`src/rtl/rvee_clint_pkg.sv`:
```
// Shared definitions for the CLINT: register offsets, AXI response codes,
// FSM states, address decode and byte-strobe merge helpers.
package rvee_clint_pkg;

  localparam logic [15:0] OFF_MSIP        = 16'h0000;
  localparam logic [15:0] OFF_MTIMECMP_LO = 16'h4000;
  localparam logic [15:0] OFF_MTIMECMP_HI = 16'h4004;
  localparam logic [15:0] OFF_MTIME_LO    = 16'hBFF8;
  localparam logic [15:0] OFF_MTIME_HI    = 16'hBFFC;

  localparam logic [1:0] RESP_OKAY   = 2'b00;
  localparam logic [1:0] RESP_SLVERR = 2'b10;

  typedef enum logic [1:0] {
    WR_IDLE,
    WR_HAVE_AW,
    WR_HAVE_W,
    WR_RESP
  } wr_state_e;

  typedef enum logic {
    RD_IDLE,
    RD_RDATA
  } rd_state_e;

  typedef enum logic [2:0] {
    REG_MSIP,
    REG_CMP_LO,
    REG_CMP_HI,
    REG_TIME_LO,
    REG_TIME_HI,
    REG_NONE
  } reg_sel_e;

  // Exact 16-bit match, so misaligned offsets fall through to REG_NONE.
  function automatic reg_sel_e decode_addr(input logic [15:0] addr);
    case (addr)
      OFF_MSIP:        return REG_MSIP;
      OFF_MTIMECMP_LO: return REG_CMP_LO;
      OFF_MTIMECMP_HI: return REG_CMP_HI;
      OFF_MTIME_LO:    return REG_TIME_LO;
      OFF_MTIME_HI:    return REG_TIME_HI;
      default:         return REG_NONE;
    endcase
  endfunction

  function automatic logic [31:0] merge_bytes(input logic [31:0] old_val,
                                              input logic [31:0] new_val,
                                              input logic [3:0]  strb);
    logic [31:0] res;
    res = old_val;
    for (int i = 0; i < 4; i++) begin
      if (strb[i]) res[8*i +: 8] = new_val[8*i +: 8];
    end
    return res;
  endfunction

endpackage

```
`src/rtl/rvee_clint_if.sv`:
```
// AXI4-Lite slave bus into the CLINT (no AxPROT); master drives requests,
// slave drives ready/response signals.
interface rvee_clint_if #(
  parameter int AWIDTH = 32,
  parameter int DWIDTH = 32
);
  logic [AWIDTH-1:0]   s00_awaddr;
  logic                s00_awvalid;
  logic                s00_awready;
  logic [DWIDTH-1:0]   s00_wdata;
  logic [DWIDTH/8-1:0] s00_wstrb;
  logic                s00_wvalid;
  logic                s00_wready;
  logic [1:0]          s00_bresp;
  logic                s00_bvalid;
  logic                s00_bready;
  logic [AWIDTH-1:0]   s00_araddr;
  logic                s00_arvalid;
  logic                s00_arready;
  logic [DWIDTH-1:0]   s00_rdata;
  logic [1:0]          s00_rresp;
  logic                s00_rvalid;
  logic                s00_rready;

  modport master (
    output s00_awaddr, s00_awvalid, s00_wdata, s00_wstrb, s00_wvalid,
           s00_bready, s00_araddr, s00_arvalid, s00_rready,
    input  s00_awready, s00_wready, s00_bresp, s00_bvalid,
           s00_arready, s00_rdata, s00_rresp, s00_rvalid
  );

  modport slave (
    input  s00_awaddr, s00_awvalid, s00_wdata, s00_wstrb, s00_wvalid,
           s00_bready, s00_araddr, s00_arvalid, s00_rready,
    output s00_awready, s00_wready, s00_bresp, s00_bvalid,
           s00_arready, s00_rdata, s00_rresp, s00_rvalid
  );
endinterface

```
`src/rtl/rvee_clint_timer.sv`:
```
// 64-bit mtime counter advanced once every PRESCALE clocks; a software write
// to either word pre-empts that cycle's increment and merges bytes per strobe.
module rvee_clint_timer
  import rvee_clint_pkg::*;
#(
  parameter int PRESCALE = 1
) (
  input  logic        clk,
  input  logic        rst,
  input  logic        i_wr_lo,
  input  logic        i_wr_hi,
  input  logic [31:0] i_wr_data,
  input  logic [3:0]  i_wr_strb,
  output logic [63:0] o_mtime
);

  localparam logic [15:0] PS_LAST = 16'(PRESCALE - 1);

  logic [15:0] r_presc;
  logic [63:0] r_mtime;
  logic        w_tick;

  assign w_tick = (r_presc == PS_LAST);

  always_ff @(posedge clk or posedge rst) begin
    if (rst) begin
      r_presc <= '0;
    end else if (w_tick) begin
      r_presc <= '0;
    end else begin
      r_presc <= r_presc + 16'd1;
    end
  end

  // Unwritten bytes keep the pre-increment value when a write lands on a tick.
  always_ff @(posedge clk or posedge rst) begin
    if (rst) begin
      r_mtime <= '0;
    end else if (i_wr_lo || i_wr_hi) begin
      if (i_wr_lo) r_mtime[31:0]  <= merge_bytes(r_mtime[31:0],  i_wr_data, i_wr_strb);
      if (i_wr_hi) r_mtime[63:32] <= merge_bytes(r_mtime[63:32], i_wr_data, i_wr_strb);
    end else if (w_tick) begin
      r_mtime <= r_mtime + 64'd1;
    end
  end

  assign o_mtime = r_mtime;

endmodule

```
`src/rtl/rvee_clint.sv`:
```
// Core-local interruptor: AXI4-Lite register file for msip, mtimecmp and mtime,
// driving level msip/mtip; AW and W are held independently, reads run in parallel.
module rvee_clint
  import rvee_clint_pkg::*;
#(
  parameter int AWIDTH   = 32,
  parameter int DWIDTH   = 32,
  parameter int PRESCALE = 1
) (
  input  logic         clk,
  input  logic         rst,
  rvee_clint_if.slave  s00,
  output logic         msip,
  output logic         mtip
);

  wr_state_e   r_wstate, w_wstate_nxt;
  rd_state_e   r_rstate, w_rstate_nxt;

  logic        r_aw_full, r_w_full;
  logic [15:0] r_awaddr;
  logic [31:0] r_wdata;
  logic [3:0]  r_wstrb;
  logic [1:0]  r_bresp;
  logic [31:0] r_rdata;
  logic [1:0]  r_rresp;
  logic        r_msip;
  logic [63:0] r_mtimecmp;
  logic        r_mtip;

  logic        w_awready, w_wready, w_bvalid, w_arready, w_rvalid;
  logic        w_aw_hs, w_w_hs, w_ar_hs, w_do_write;
  reg_sel_e    w_wsel, w_rsel;
  logic        w_wr_err, w_rd_err;
  logic [31:0] w_rd_val;
  logic [63:0] w_mtime;
  logic        w_unused;

  assign w_aw_hs    = s00.s00_awvalid && w_awready;
  assign w_w_hs     = s00.s00_wvalid  && w_wready;
  assign w_ar_hs    = s00.s00_arvalid && w_arready;
  assign w_do_write = r_aw_full && r_w_full;
  assign w_wsel     = decode_addr(r_awaddr);
  assign w_wr_err   = (w_wsel == REG_NONE);
  assign w_rsel     = decode_addr(s00.s00_araddr[15:0]);
  assign w_unused   = ^{s00.s00_awaddr[AWIDTH-1:16], s00.s00_araddr[AWIDTH-1:16]};

  // ---------------- write channel ----------------
  always_ff @(posedge clk or posedge rst) begin
    if (rst) begin
      r_wstate <= WR_IDLE;
    end else begin
      r_wstate <= w_wstate_nxt;
    end
  end

  always_comb begin
    w_wstate_nxt = r_wstate;
    case (r_wstate)
      WR_RESP: begin
        if (s00.s00_bready) w_wstate_nxt = WR_IDLE;
      end
      default: begin
        if (w_do_write)                   w_wstate_nxt = WR_RESP;
        else if (r_aw_full || w_aw_hs)    w_wstate_nxt = WR_HAVE_AW;
        else if (r_w_full || w_w_hs)      w_wstate_nxt = WR_HAVE_W;
        else                              w_wstate_nxt = WR_IDLE;
      end
    endcase
  end

  always_comb begin
    w_awready = (r_wstate != WR_RESP) && !r_aw_full;
    w_wready  = (r_wstate != WR_RESP) && !r_w_full;
    w_bvalid  = (r_wstate == WR_RESP);
  end

  always_ff @(posedge clk or posedge rst) begin
    if (rst) begin
      r_aw_full <= 1'b0;
      r_w_full  <= 1'b0;
      r_awaddr  <= '0;
      r_wdata   <= '0;
      r_wstrb   <= '0;
      r_bresp   <= RESP_OKAY;
    end else if (w_do_write) begin
      r_aw_full <= 1'b0;
      r_w_full  <= 1'b0;
      r_bresp   <= w_wr_err ? RESP_SLVERR : RESP_OKAY;
    end else begin
      if (w_aw_hs) begin
        r_aw_full <= 1'b1;
        r_awaddr  <= s00.s00_awaddr[15:0];
      end
      if (w_w_hs) begin
        r_w_full <= 1'b1;
        r_wdata  <= s00.s00_wdata;
        r_wstrb  <= s00.s00_wstrb;
      end
    end
  end

  always_ff @(posedge clk or posedge rst) begin
    if (rst) begin
      r_msip     <= 1'b0;
      r_mtimecmp <= '1;
    end else if (w_do_write) begin
      case (w_wsel)
        REG_MSIP:   if (r_wstrb[0]) r_msip <= r_wdata[0];
        REG_CMP_LO: r_mtimecmp[31:0]  <= merge_bytes(r_mtimecmp[31:0],  r_wdata, r_wstrb);
        REG_CMP_HI: r_mtimecmp[63:32] <= merge_bytes(r_mtimecmp[63:32], r_wdata, r_wstrb);
        default: ;
      endcase
    end
  end

  rvee_clint_timer #(
    .PRESCALE (PRESCALE)
  ) u_timer (
    .clk       (clk),
    .rst       (rst),
    .i_wr_lo   (w_do_write && (w_wsel == REG_TIME_LO)),
    .i_wr_hi   (w_do_write && (w_wsel == REG_TIME_HI)),
    .i_wr_data (r_wdata),
    .i_wr_strb (r_wstrb),
    .o_mtime   (w_mtime)
  );

  always_ff @(posedge clk or posedge rst) begin
    if (rst) begin
      r_mtip <= 1'b0;
    end else begin
      r_mtip <= (w_mtime >= r_mtimecmp);
    end
  end

  // ---------------- read channel ----------------
  always_comb begin
    w_rd_val = '0;
    w_rd_err = 1'b0;
    case (w_rsel)
      REG_MSIP:    w_rd_val = {31'd0, r_msip};
      REG_CMP_LO:  w_rd_val = r_mtimecmp[31:0];
      REG_CMP_HI:  w_rd_val = r_mtimecmp[63:32];
      REG_TIME_LO: w_rd_val = w_mtime[31:0];
      REG_TIME_HI: w_rd_val = w_mtime[63:32];
      default:     w_rd_err = 1'b1;
    endcase
  end

  always_ff @(posedge clk or posedge rst) begin
    if (rst) begin
      r_rstate <= RD_IDLE;
    end else begin
      r_rstate <= w_rstate_nxt;
    end
  end

  always_comb begin
    w_rstate_nxt = r_rstate;
    case (r_rstate)
      RD_IDLE:  if (s00.s00_arvalid) w_rstate_nxt = RD_RDATA;
      RD_RDATA: if (s00.s00_rready)  w_rstate_nxt = RD_IDLE;
      default:  w_rstate_nxt = RD_IDLE;
    endcase
  end

  always_comb begin
    w_arready = (r_rstate == RD_IDLE);
    w_rvalid  = (r_rstate == RD_RDATA);
  end

  // Sampled at the AR handshake, so a same-cycle write is not yet visible.
  always_ff @(posedge clk or posedge rst) begin
    if (rst) begin
      r_rdata <= '0;
      r_rresp <= RESP_OKAY;
    end else if (w_ar_hs) begin
      r_rdata <= w_rd_val;
      r_rresp <= w_rd_err ? RESP_SLVERR : RESP_OKAY;
    end
  end

  assign s00.s00_awready = w_awready;
  assign s00.s00_wready  = w_wready;
  assign s00.s00_bvalid  = w_bvalid;
  assign s00.s00_bresp   = r_bresp;
  assign s00.s00_arready = w_arready;
  assign s00.s00_rvalid  = w_rvalid;
  assign s00.s00_rdata   = r_rdata;
  assign s00.s00_rresp   = r_rresp;
  assign msip            = r_msip;
  assign mtip            = r_mtip;

endmodule

```
`src/flat_wrapper.sv`:
```
// flat-port wrapper written by rule: the top's interface ports become plain ports
module rvee_clint_flat import rvee_clint_pkg::*;
#(
  parameter int AWIDTH   = 32,
  parameter int DWIDTH   = 32,
  parameter int PRESCALE = 1
)
  (clk, rst, msip, mtip, s00_s00_awaddr, s00_s00_awvalid, s00_s00_wdata, s00_s00_wstrb, s00_s00_wvalid, s00_s00_bready, s00_s00_araddr, s00_s00_arvalid, s00_s00_rready, s00_s00_awready, s00_s00_wready, s00_s00_bresp, s00_s00_bvalid, s00_s00_arready, s00_s00_rdata, s00_s00_rresp, s00_s00_rvalid);
  rvee_clint_if #(.AWIDTH(AWIDTH), .DWIDTH(DWIDTH)) s00_i ();
  input  logic clk;
  input  logic rst;
  output logic msip;
  output logic mtip;
  input wire logic [$bits(s00_i.s00_awaddr)-1:0] s00_s00_awaddr;
  input wire logic [$bits(s00_i.s00_awvalid)-1:0] s00_s00_awvalid;
  input wire logic [$bits(s00_i.s00_wdata)-1:0] s00_s00_wdata;
  input wire logic [$bits(s00_i.s00_wstrb)-1:0] s00_s00_wstrb;
  input wire logic [$bits(s00_i.s00_wvalid)-1:0] s00_s00_wvalid;
  input wire logic [$bits(s00_i.s00_bready)-1:0] s00_s00_bready;
  input wire logic [$bits(s00_i.s00_araddr)-1:0] s00_s00_araddr;
  input wire logic [$bits(s00_i.s00_arvalid)-1:0] s00_s00_arvalid;
  input wire logic [$bits(s00_i.s00_rready)-1:0] s00_s00_rready;
  output wire logic [$bits(s00_i.s00_awready)-1:0] s00_s00_awready;
  output wire logic [$bits(s00_i.s00_wready)-1:0] s00_s00_wready;
  output wire logic [$bits(s00_i.s00_bresp)-1:0] s00_s00_bresp;
  output wire logic [$bits(s00_i.s00_bvalid)-1:0] s00_s00_bvalid;
  output wire logic [$bits(s00_i.s00_arready)-1:0] s00_s00_arready;
  output wire logic [$bits(s00_i.s00_rdata)-1:0] s00_s00_rdata;
  output wire logic [$bits(s00_i.s00_rresp)-1:0] s00_s00_rresp;
  output wire logic [$bits(s00_i.s00_rvalid)-1:0] s00_s00_rvalid;
  assign s00_i.s00_awaddr = s00_s00_awaddr;
  assign s00_i.s00_awvalid = s00_s00_awvalid;
  assign s00_i.s00_wdata = s00_s00_wdata;
  assign s00_i.s00_wstrb = s00_s00_wstrb;
  assign s00_i.s00_wvalid = s00_s00_wvalid;
  assign s00_i.s00_bready = s00_s00_bready;
  assign s00_i.s00_araddr = s00_s00_araddr;
  assign s00_i.s00_arvalid = s00_s00_arvalid;
  assign s00_i.s00_rready = s00_s00_rready;
  assign s00_s00_awready = s00_i.s00_awready;
  assign s00_s00_wready = s00_i.s00_wready;
  assign s00_s00_bresp = s00_i.s00_bresp;
  assign s00_s00_bvalid = s00_i.s00_bvalid;
  assign s00_s00_arready = s00_i.s00_arready;
  assign s00_s00_rdata = s00_i.s00_rdata;
  assign s00_s00_rresp = s00_i.s00_rresp;
  assign s00_s00_rvalid = s00_i.s00_rvalid;
  rvee_clint #(.AWIDTH(AWIDTH), .DWIDTH(DWIDTH), .PRESCALE(PRESCALE)) u_core (.clk(clk), .rst(rst), .s00(s00_i), .msip(msip), .mtip(mtip));
endmodule
```
`config.mk`:
```
export PLATFORM = sky130hd
export DESIGN_NAME = rvee_clint_flat
export DESIGN_NICKNAME = d
export VERILOG_FILES = /design/src/rtl/rvee_clint_pkg.sv /design/src/rtl/rvee_clint_if.sv /design/src/rtl/rvee_clint_timer.sv /design/src/rtl/rvee_clint.sv /design/src/flat_wrapper.sv
export SDC_FILE = /design/constraint.sdc
export NUM_CORES = 1
export LEC_CHECK = 0
export ABC_CLOCK_PERIOD_IN_PS = 9300
export CAP_MARGIN = 25
export CELL_PAD_IN_SITES_DETAIL_PLACEMENT = 0
export CELL_PAD_IN_SITES_GLOBAL_PLACEMENT = 1
export CORE_ASPECT_RATIO = 0.7
export CORE_MARGIN = 5
export CORE_UTILIZATION = 40
export CTS_BUF_LIST = sky130_fd_sc_hd__clkbuf_4 sky130_fd_sc_hd__clkbuf_8 sky130_fd_sc_hd__clkbuf_16
export DETAILED_ROUTE_END_ITERATION = 6
export PLACE_DENSITY = 0.72
export SLEW_MARGIN = 20
export SYNTH_ARGS = -nofsm -noshare
export SYNTH_HDL_FRONTEND = slang
export SYNTH_SLANG_ARGS = --single-unit
```
`constraint.sdc`:
```
create_clock -name clk -period 9.3 [get_ports clk]
set_clock_uncertainty 0.05 [all_clocks]
set_input_delay 2.79 -clock clk [delete_from_list [all_inputs] [get_ports clk]]
set_output_delay 2.79 -clock clk [all_outputs]
set_load 0.01 [all_outputs]
```
* After elaboration in Yosys (flattened, before gate mapping)
Cells that the tools add are included. W data, S select, Z words.
Storage, ports and cells: flip-flop bits (word level) 239, word-level logic and storage cells 127, output and inout port bits 43
Cells by class: $lt $le $gt $ge 1, $add $sub $neg 2, reduce and logical (&&, ||, !) cells 41, multiplexer cells 26, equal/unequal tests 26, bitwise logic cells 2
Operators by type and width (number):
- $pmux W32 S5 | 1
- $mux W64 | 2
- $add A64 B1 Y64 const B | 1
- $eq A16 B15 Y1 const B | 4
- $eq A16 B16 Y1 const B | 4
- $ge A64 B64 Y1 | 1
- $mux W32 | 2
- $reduce_and A3 Y1 | 17
- $logic_not A16 Y1 | 3
- $mux W8 | 4
- $pmux W3 S5 | 2
- $add A16 B1 Y16 const B | 1
- $mux W16 | 1
- $mux W2 | 7
- $eq A3 B2 Y1 const B | 4
- $eq A3 B3 Y1 const B | 3
- $logic_and A1 B1 Y1 | 8
- $ne A2 B1 Y1 const B | 4
- $ne A2 B2 Y1 const B | 4
- $eq A3 B1 Y1 const B | 2
- $logic_not A3 Y1 | 2
- $mux W1 | 6
- $reduce_bool A2 Y1 | 3
- $reduce_or A5 Y1 | 1
- 6 further kinds | 11

* Logic depth before layout (Yosys ltp)
depth after elaboration 8, gate-level depth with buffers 10, depth with buffers taken out 9

* Cells and area by module
A second synthesis with hierarchy kept.
Unflattened totals: cells, all modules 1390, area, all modules 13375.3 µm²
By module, submodules not included:
- rvee_clint | area an instance 8275.4 µm², cells each 774, instances 1
- rvee_clint_timer | area an instance 5099.9 µm², cells each 616, instances 1

* Least setup slack after synthesis
Ideal clock, no wire load.
kind input -> register, start input s00_s00_araddr[8], end register u_core.r_rdata[0] (netlist: u_core.s00.s00_rdata[0]), path buffers 0, stages on the path 6, setup slack 4.982 ns, setup time 0.133 ns, data required time 9.117 ns, arrival 4.135 ns, path through and4_1 > nand4_1 > nor4_1 > o21ai_0 > a222oi_1 > o21ai_0
On the way: word-level cells in the longest chain between the ends 4
RTL lines:
- from (decl) | line flat_wrapper.sv:20 | input wire logic [$bits(s00_i.s00_araddr)-1:0] s00_s00_araddr;
- $eq A16 B16 Y1 (tied with other cells) | line rvee_clint_pkg.sv:37 | case (addr)
- $pmux W3 S5 * | line rvee_clint_pkg.sv:37
- $eq A3 B3 Y1 (tied with other cells) | line rvee_clint.sv:141 | case (w_rsel)
- $pmux W32 S5 * | line rvee_clint.sv:141
- to (signal assigned) | line rvee_clint.sv:179 | r_rdata <= w_rd_val;
- to (decl) | line rvee_clint.sv:25 | logic [31:0] r_rdata;
Every way passes the cells marked *; elsewhere a longest branch is shown, timed or not. A chain may end at the register's enable or synchronous reset.

* Worst setup path in the final report
start register u_core.r_wstate[0], end output s00_s00_wready
On the way: word-level cells in the longest chain between the ends 2
RTL lines:
- from (decl) | line rvee_clint.sv:17 | wr_state_e r_wstate, w_wstate_nxt;
- from (signal assigned) | line rvee_clint.sv:53 | r_wstate <= w_wstate_nxt;
- $ne A2 B2 Y1 | line rvee_clint.sv:74 | w_wready = (r_wstate != WR_RESP) && !r_w_full;
- $logic_and A1 B1 Y1 | line rvee_clint.sv:74
- to (decl) | line flat_wrapper.sv:24 | output wire logic [$bits(s00_i.s00_wready)-1:0] s00_s00_wready;
Every way passes these cells.

==> impl_metrics.env <==
export IMPL_worstRegToRegCells=8
export IMPL_detail_route_vias_per_cell=5.86
export IMPL_final_number_of_max_transition_violations=0
export IMPL_path_max_fanout=4
export IMPL_status="finished with violations"
export IMPL_synth_ff_type="sky130_fd_sc_hd__dfrtp_1"
export IMPL_clock_tree_buffer_depth=3
export IMPL_antenna_left=0
export IMPL_leakagePower_nw=6.57
export IMPL_whs_ps=428
export IMPL_synth_async_reset_ratio_pct=100
export IMPL_hold_path_depth=2
export IMPL_grt_start_max_net_pins=142
export IMPL_met2_usage_pct=29.6
export IMPL_port_buffers=115
export IMPL_path_cells="nand2_1 -> inv_1 -> nor2_1 -> clkdlybuf4s50_1"
export IMPL_final_period_utilization_pct=50.8
export IMPL_cts_h_tree_depth=1
export IMPL_antenna_found_initial=0
export IMPL_cts_resized_gates=0
export IMPL_cp_end_kind="output pin"
export IMPL_remaining_drc_errors=1
export IMPL_yosysWarnings=0
export IMPL_gr_usage_all_layers_pct=20.9
export IMPL_dp_cells=1806
export IMPL_clkSlewWorstSetupHoldPaths_ps=60
export IMPL_power_per_cell_area_nw_per_um2=182
export IMPL_critPathKind="reg2out"
export IMPL_synth_seq_cells=237
export IMPL_grt_overflow_total=0
export IMPL_hpwlAfterDp_um=27500
export IMPL_post_cts_setup_buffers=0
export IMPL_slew_headroom_pct=35.2
export IMPL_cp_arrival_ps=1880
export IMPL_synthDistinctLibCells=67
export IMPL_min_path_type="reg2reg"
export IMPL_globalRouteMet1Util_pct=32.9
export IMPL_routedWlPerCell_um=20.8
export IMPL_chipHeight_um=162
export IMPL_number_of_sinks_driven_by_the_clock_tree=237
export IMPL_clock_root_buffer="sky130_fd_sc_hd__clkbuf_16"
export IMPL_worst_ir_drop_vdd_v=0.000137
export IMPL_synth_seq_area_share_pct=45.4
export IMPL_final_hold_violation_count=0
export IMPL_detailedRoute_firstPassIterationCount=7
export IMPL_gr_usage_met3_pct=3.88
export IMPL_tritoncts="built"
export IMPL_io_pins=150
export IMPL_setup_viol_count_final=0
export IMPL_drt_total_wl_um=38600
export IMPL_worst_pin_slew_ps=972
export IMPL_hold_buffer_count_at_cts=0
export IMPL_netlist_instances=1316
export IMPL_regToRegStartpoint="u_core.r_awaddr[0]"
export IMPL_setup_tns_ps=0
export IMPL_grt_setup_unrepaired="false"
export IMPL_violations="design-rule violations"
export IMPL_core_area_um2=32500
export IMPL_cts_buffers=26
export IMPL_number_of_enable_type_register_cells_in_the_synthesized_netlist=0
export IMPL_crit_reg2reg_capture="u_core.u_timer.o_mtime[4]"
export IMPL_flow_area_growth_from_synthesis_pct=18.8
export IMPL_design_power_total_w=0.00286
export IMPL_max_freq_mhz=212
export IMPL_gp_congestion=0.878
export IMPL_critical_path_max_stage_delay_ps=590
export IMPL_insertion_delay_ps=560
export IMPL_insertedDiodeCount=0
export IMPL_post_route_min_period_ps=4720
export IMPL_cap_viol_max_count=0
export IMPL_detail_route_iter0_violations=1086
export IMPL_instances_no_fill=1856
export IMPL_worstHoldStart="u_core.s00.s00_rdata[2]"
export IMPL_overall_via_count_from_detail_route=10900
export IMPL_globalRoute_busiestLayer="met1"
export IMPL_final_net_count=1583
export IMPL_row_count=55
export IMPL_full_die_area_um2=36900
export IMPL_floorplan_die_width_um=227
export IMPL_wire_length_of_the_first_global_routing_pass_um=61700
export IMPL_worst_hold_path_endpoint="u_core.s00.s00_rdata[2]"
export IMPL_avgSynthCellArea_um2=10.1
export IMPL_cp_start_kind="flip-flop"
export IMPL_worst_ep_required_time_ps=6460
export IMPL_share_of_cells_above_drive_strength_1_pct=20.7
export IMPL_grt_pass1_vias=10600
export IMPL_mappedNetlistArea_um2=13200
export IMPL_floorplan_initialDensity_pct=40.7
export IMPL_timing_critical_path_slowest_stage_cell="sky130_fd_sc_hd__clkdlybuf4s50_1"
export IMPL_reg2reg_setup_slack_ps=5840
[kinds of logic after synthesis]
group | Yosys count | share of synthesized area [%]
mux | 150 | 12.7
compound gates | 331 | 16.2
other cells | 1 | 0.0283
simple gates | 375 | 14.1
buf+inv | 141 | 4.24
xor+xnor | 14 | 0.927
flops | 237 | 45.4
fa+ha+maj | 67 | 6.34
[how the worst max path moves through the flow]
stage | start | end | slack [ps]
final | u_core.r_wstate[0] | s00_s00_wready | 4580
after global routing | s00_s00_araddr[9] | u_core.s00.s00_rdata[13] | 4420
after CTS | u_core.r_wstate[0] | s00_s00_wready | 4560
after detailed placement | s00_s00_araddr[8] | u_core.s00.s00_rdata[12] | 4020
after global placement | s00_s00_araddr[8] | u_core.s00.s00_rdata[18] | 4030
after floorplan | rst | u_core.msip | 60
[synthesized netlist by cell type, drive strengths merged, types with 3 or more instances]
cell    number  area, um^2
a21o         6        45.0
o21bai       3        22.5
dfstp       64        1680
a41oi        3        26.3
inv         78         293
a21oi      101         505
nor3        15        91.3
a222oi      32         320
o32ai        4        35.0
or2          3        18.8
nand2      108         405
mux2       146        1640
dfrtp      173        4330
nor2        88         333
and2         7        43.8
a211oi      11        82.6
nand4       37         238
o22ai       16         100
a31oi       21         138
o22a        23         201
nand3       47         235
xnor2       12         105
o31ai        3        22.5
mux2i        4        40.0
o211ai       6        45.0
or3          8        60.1
buf         14        83.8
and4         6        52.6
and3        25         158
o21a         5        37.5
ha          67         838
a31o         3        26.3
nor4        19         131
o21ai       80         400
a41o         4        40.0
clkbuf      49         184
[area by class of cell]
cell class,count,area (um^2)
fillers,3048,16800
multi-input cells,939,6700
flip-flops and latches,237,6010
repair buffers,127,1240
clock buffers,34,736
well taps,427,534
inverters,78,300
clock inverters,14,190
[through the flow]
| step | setup slack [ps] | util (%) | instance area (um^2) |
|---|---|---|---|
| after global routing | 4420 | 48.4 | 15700 |
| after global placement | 4030 | 45.5 | 14800 |
| after detailed placement | 4020 | 45.5 | 14800 |
| after CTS | 4560 | 48.3 | 15700 |
| final | 4580 | 48.4 | 15700 |
| after floorplan | 62.9 | - | 13200 |
[critical path: cells and delay by family (launching register included)]
| kind | cells | cell delay [ps] |
|---|---|---|
| and+or+nand+nor | 2 | 310 |
| DFF | 1 | 360 |
| buffers and inverters | 2 | 680 |
[layout by cell type (no fill, tap or decap), types with 11 or more instances in the layout]
cell type	count
sky130_fd_sc_hd__o21ai_0	80
sky130_fd_sc_hd__o22ai_1	16
sky130_fd_sc_hd__dfstp_2	64
sky130_fd_sc_hd__nand2_1	106
sky130_fd_sc_hd__nand3_1	47
sky130_fd_sc_hd__mux2_2	146
sky130_fd_sc_hd__nor4_1	16
sky130_fd_sc_hd__xnor2_1	12
sky130_fd_sc_hd__a222oi_1	32
sky130_fd_sc_hd__a211oi_1	11
sky130_fd_sc_hd__and3_1	24
sky130_fd_sc_hd__nand4_1	36
sky130_fd_sc_hd__o22a_1	23
sky130_fd_sc_hd__ha_1	67
sky130_fd_sc_hd__a31oi_1	20
sky130_fd_sc_hd__a21oi_1	101
sky130_fd_sc_hd__clkbuf_16	26
sky130_fd_sc_hd__clkdlybuf4s50_1	114
sky130_fd_sc_hd__nor2_1	86
sky130_fd_sc_hd__nor3_1	13
sky130_fd_sc_hd__dfrtp_1	173
sky130_fd_sc_hd__inv_1	77
[power by group]
part	total (W)	internal, W	switching [W]
logic	0.000377	0.000209	0.000168
clock network	0.00111	0.000671	0.000442
registers	0.00137	0.00117	0.000197
[state kept, by name, indices dropped and copies added, names as in the netlist]
name                    cells
u_core.u_timer.r_presc     16
u_core.s00.s00_rresp        1
u_core.r_wstrb              4
u_core.mtip                 1
u_core.s00.s00_bresp        1
u_core.r_w_full             1
u_core.r_wdata             32
u_core.s00.s00_rdata       32
u_core.r_aw_full            1
u_core.r_wstate             2
u_core.msip                 1
u_core.r_mtimecmp          64
u_core.s00.s00_rvalid       1
u_core.r_awaddr            16
u_core.u_timer.o_mtime     64
[layer usage]
metal | vias to the layer above | wire (um)
met3 | 57 | 2600
li1 | 5100 | -
met2 | 321 | 15900
met5 | - | 0
met1 | 5394 | 19200
met4 | 0 | 882
Power figures use the tool's default switching activity.
